**config.mk**
```make
export PLATFORM = sky130hd
export DESIGN_NAME = pipe_ctrl
export DESIGN_NICKNAME = d
export VERILOG_FILES = /design/src/rtl/pipe_ctrl.sv
export SDC_FILE = /design/constraint.sdc
export NUM_CORES = 1
export LEC_CHECK = 0
export CAP_MARGIN = 20
export CORE_AREA = 5 5 42 44
export CTS_BUF_LIST = sky130_fd_sc_hd__clkbuf_2 sky130_fd_sc_hd__clkbuf_4 sky130_fd_sc_hd__clkbuf_8
export DETAILED_ROUTE_END_ITERATION = 8
export DIE_AREA = 0 0 47 49
export PLACE_DENSITY = 0.73
export SLEW_MARGIN = 20
export SYNTH_ARGS = -nofsm -noshare
export SYNTH_HDL_FRONTEND = slang
export SYNTH_SLANG_ARGS = --single-unit
```
**constraint.sdc**
```tcl
create_clock -name clk -period 3.9 [get_ports clk]
set_clock_uncertainty 0.1 [all_clocks]
set_input_delay 0.78 -clock clk [delete_from_list [all_inputs] [get_ports clk]]
set_output_delay 0.78 -clock clk [all_outputs]
set_load 0.01 [all_outputs]
```
**src/rtl/pipe_ctrl.sv**
```systemverilog
// pipe_ctrl: valid/en/squash controller for a DEPTH-stage pipe register bank.
// Define PIPE_CTRL_BUBBLE_COLLAPSE_EN to let empty registers keep loading behind a stall.
module pipe_ctrl #(
    parameter int DEPTH = 4,
    parameter int OCC_W = 3
) (
    input  logic             clk,
    input  logic             resetn,
    input  logic             in_valid,
    output logic             in_ready,
    input  logic [DEPTH-1:0] stall_req,
    input  logic [DEPTH-1:0] squash_req,
    input  logic             flush,
    input  logic             out_ready,
    output logic             out_valid,
    output logic [DEPTH-1:0] en,
    output logic [DEPTH-1:0] squash,
    output logic [DEPTH-1:0] valid,
    output logic             busy,
    output logic [OCC_W-1:0] occupancy
);

    logic [DEPTH:0]   hold;  // hold[DEPTH] stands for downstream back-pressure
    logic [DEPTH-1:0] src;
    logic [DEPTH-1:0] valid_nxt;

    always_comb begin
        // NOTE: every variable this block writes gets a default first, so no path infers a latch.
        hold      = '0;
        src       = '0;
        en        = '0;
        squash    = '0;
        in_ready  = 1'b0;
        valid_nxt = valid;

        hold[DEPTH] = ~out_ready;
        for (int i = DEPTH - 1; i >= 0; i--) begin
`ifdef PIPE_CTRL_BUBBLE_COLLAPSE_EN
            hold[i] = valid[i] & (stall_req[i] | hold[i+1]);
`else
            hold[i] = stall_req[i] | hold[i+1];
`endif
        end

        src[0] = in_valid & ~flush;
        for (int i = 1; i < DEPTH; i++) begin
            src[i] = valid[i-1] & ~hold[i-1];
        end

        // A register that advances without fresh data is cleared rather than duplicating payload.
        for (int i = 0; i < DEPTH; i++) begin
            en[i]     = ~hold[i];
            squash[i] = flush | squash_req[i] | (en[i] & ~src[i]);
        end
        in_ready = ~hold[0] & ~squash_req[0] & ~flush;

        if (!resetn) begin
            en       = '0;
            squash   = '1;
            in_ready = 1'b0;
        end

        for (int i = 0; i < DEPTH; i++) begin
            if (squash[i])  valid_nxt[i] = 1'b0;
            else if (en[i]) valid_nxt[i] = src[i];
        end
    end

    // NOTE: sequential state uses non-blocking assignments so every flop samples pre-edge values.
    always_ff @(posedge clk) begin
        if (!resetn) valid <= '0;
        else         valid <= valid_nxt;
    end

    assign out_valid = valid[DEPTH-1];
    assign busy      = |valid;

    always_comb begin
        occupancy = '0;
        for (int i = 0; i < DEPTH; i++) begin
            occupancy = occupancy + OCC_W'(valid[i]);
        end
    end

endmodule
```
==> metrics.md <==
| Metric | Value |
|---|---|
| Cell at the root of the clock tree | `clkbuf_4` |
| Post-CTS Hold Fix Bufs | `0` |
| Die Footprint | `around 0.0023 mm^2` |
| Most common library cell in the layout ignoring fill and taps | `clkdlybuf4s50_1` |
| Synthesized netlist net count | `between 60 and 70` |
| Net count, final | `98` |
| Switching component of the power | `0.0000292 W` |
| FILL cells | `150` |
| Instance area at placement | `around 700 um^2` |
| Final setup fails | `0` |
| Clock tree from TritonCTS | `built` |
| Core ar. | `0.00140 mm^2` |
| Worst-margin pin slew | `0.339 ns` |
| Number of warnings reported in the yosys synthesis log | `0` |
| Highest fanout seen on the critical path | `6` |
| Max capacitance violation total | `0` |
| Crit Path Class | `primary input to output pin` |
| Wire length of the first global-routing pass | `~2000 um` |
| Initial antenna violation count | `0` |
| Final critical-path share of the clock period | `between 90 and 100%` |
| Combinational share of power | `between 20% and 30%` |
| Crit start category | `primary input` |
| Flip-flop count of the largest register after layout | `4` |
| Biggest registers after layout | `valid: 4 flops` |
| # port buffers | `30` |
| Category of the worst setup path capture point | `output pin` |
| Sequential cell area fraction in the yosys report | `20.5%` |
| Horizontal die dimension | `~47 um` |
| Final number of hold-violating endpoints | `0` |
| Clock network fraction of design power | `between 40% and 50%` |
| Number of standard cells after synthesis | `48` |
| Post-CTS setup buffer count | `0` |
| Class of the worst hold path | `register to register` |
| Internal Power | `about 0.000095 W` |
| F_max | `roughly 0.28 GHz` |
| Post-synthesis cell area | `a little under 400 um^2` |
| Number of CTS-inserted buffers | `3` |
| Total of flip-flops plus latches after synthesis | `4` |
| Worst-Skew Late Latency | `0.23 ns` |
| Final max-slew violation count | `0` |
| Average cell area after synthesis | `between 8 and 9 um^2` |
| Post-CTS Resized | `0` |
| Worst slew margin | `between 70 and 80%` |
| Area growth from synthesis to final layout | `84.9%` |
| Post-route core utilization | `roughly half` |
| Result of the run | `finished, final reports clean` |
| Pin count of the biggest net entering global routing | `7` |
| Die height | `49 um` |
| Required arrival time at the worst endpoint | `approximately 3.0 ns` |
| First-pass DRT Iterations | `3` |
| Power density relative to cell area | `around 170 mW/mm^2` |
| Switching fraction of total power | `a little under a quarter` |
| H-tree level count | `1` |
| Clock Path Buffers | `2` |
| Fin area | `about 720 um^2` |
| Routed WL per cell | `12.7 um` |
| Number of global-route vias before repair | `472` |
| Vias after detailed routing | `437` |
| Setup TNS after final layout | `0 ns` |
| Most flop-heavy register | `valid` |
| IO Pins | `31` |
| Number of unique standard cell types used by synthesis | `27` |
| Peak supply drop | `0.116 mV` |
| Setup slack of the most critical reg-to-reg path | `~2.6 ns` |
| Share of post-route cells with drive strength above 1 | `between 8 and 9%` |
| Dpl hpwl | `1050 um` |
| Worst EP arrival | `between 2 and 3 ns` |
| RSZ-0062 raised after global routing | `no` |
| Initial Util | `about 28%` |
| Antenna diode count | `0` |
| Final ANT Viol Nets | `0` |
| All-Layer GR Usage | `a little under an eighth` |
| TritonCTS Sinks | `4` |
| Post-Route WL | `roughly 1200 um` |
| Cell Rows | `14` |
| Part of the power in registers | `between 30% and 40%` |
| Most frequent cells in the layout | `clkdlybuf4s50_1 (30), nor2_1 (6), inv_1 (5), dfxtp_1 (4)` |
| Global-route congestion overflow total | `0` |
| Lkg Pwr | `roughly 0.28 nW` |
| Vias per Instance | `roughly 4.6` |
| DRC viols | `0` |
| Clock period minus worst slack | `approximately 3.6 ns` |
| Iteration-0 DRC count of the detailed router | `11` |
| Routability congestion estimate | `approximately 0.75` |
| Clock slew at reported path FFs | `around 0.040 ns` |
==> power by group through the flow <==
stage               combinational (W)  clock (W)  sequential (W)
floorplan                  0.00000999          0       0.0000420
global placement            0.0000318          0       0.0000420
detailed placement          0.0000321          0       0.0000420
CTS                         0.0000323  0.0000522       0.0000414
global route                0.0000347  0.0000562       0.0000413
finish                      0.0000320  0.0000510       0.0000413
==> cell families after synthesis <==
kind of cell | synth area share [%]
buffers and inverters | 7.69
adders and majority gates | 14.7
AOI/OAI and AO/OA | 13.5
muxes | 2.56
DFF | 20.5
and+or+nand+nor | 41.0
==> final cells by class <==
class | count | area (um^2) | share of cell area (%)
timing repair buffer | 30 | 300 | 41.6
multi-input combinational | 37 | 280 | 38.8
sequential | 4 | 80.1 | 11.1
clock buffer | 3 | 22.5 | 3.12
tap | 16 | 20.0 | 2.77
inverter | 5 | 18.8 | 2.60
==> critical path, stage by stage <==
cell and delay [ns]:
clkdlybuf4s50_1 0.48, or4b_4 0.59, o31ai_4 0.26, clkdlybuf4s50_1 0.58
==> per-stage QoR <==
step / power, W / worst slack, ns / hold slack [ns] / cells
floorplan: 0.0000520 / 1.31 / 0.414 / 48
global placement: 0.0000738 / 0.326 / 0.408 / 92
detailed placement: 0.0000741 / 0.327 / 0.412 / 92
CTS: 0.000126 / 0.318 / 0.418 / 95
global route: 0.000132 / 0.273 / 0.428 / 95
finish: 0.000124 / 0.333 / 0.420 / 95
==> path summary, 6_finish.rpt <==
| check | cells after the start | to | from |
|---|---|---|---|
| setup reg to reg | 3 | valid[1] | valid[0] |
| hold reg to reg | 2 | valid[1] | valid[1] |
| setup / recovery | 4 | squash[0] | stall_req[2] |
| hold / removal | 2 | valid[1] | valid[1] |
==> synthesized netlist by cell type <==
cell type  n  area, um^2
dfxtp_1    4        80.1
a21oi_1    1        5.00
fa_1       1        20.0
and2b_1    1        7.51
o31ai_4    1        21.3
inv_1      5        18.8
and2_1     1        6.26
nor4_1     1        6.26
ha_1       3        37.5
or4b_4     1        13.8
o31ai_1    1        7.51
and3b_1    1        8.76
or3_1      1        6.26
a311oi_1   1        8.76
nand3_1    1        5.00
mux2i_1    1        10.0
clkbuf_1   1        3.75
buf_4      1        7.51
nor2_2     1        6.26
nand2_1    2        7.51
nor3_1     2        10.0
and4bb_2   1        12.5
nor2b_1    2        12.5
nor2_1     6        22.5
nor3b_1    3        22.5
nand2b_1   2        12.5
o21ai_0    2        10.0
==> metal layers <==
| metal | vias up | global-route usage, % | wire length, um |
|---|---|---|---|
| met3 | 0 | 6.64 | 122 |
| li1 | 227 | - | - |
| met4 | 0 | 1.38 | 0 |
| met2 | 18 | 19.9 | 614 |
| met5 | - | 0 | 0 |
| met1 | 192 | 12.7 | 473 |
Power figures use the tool's default switching activity.
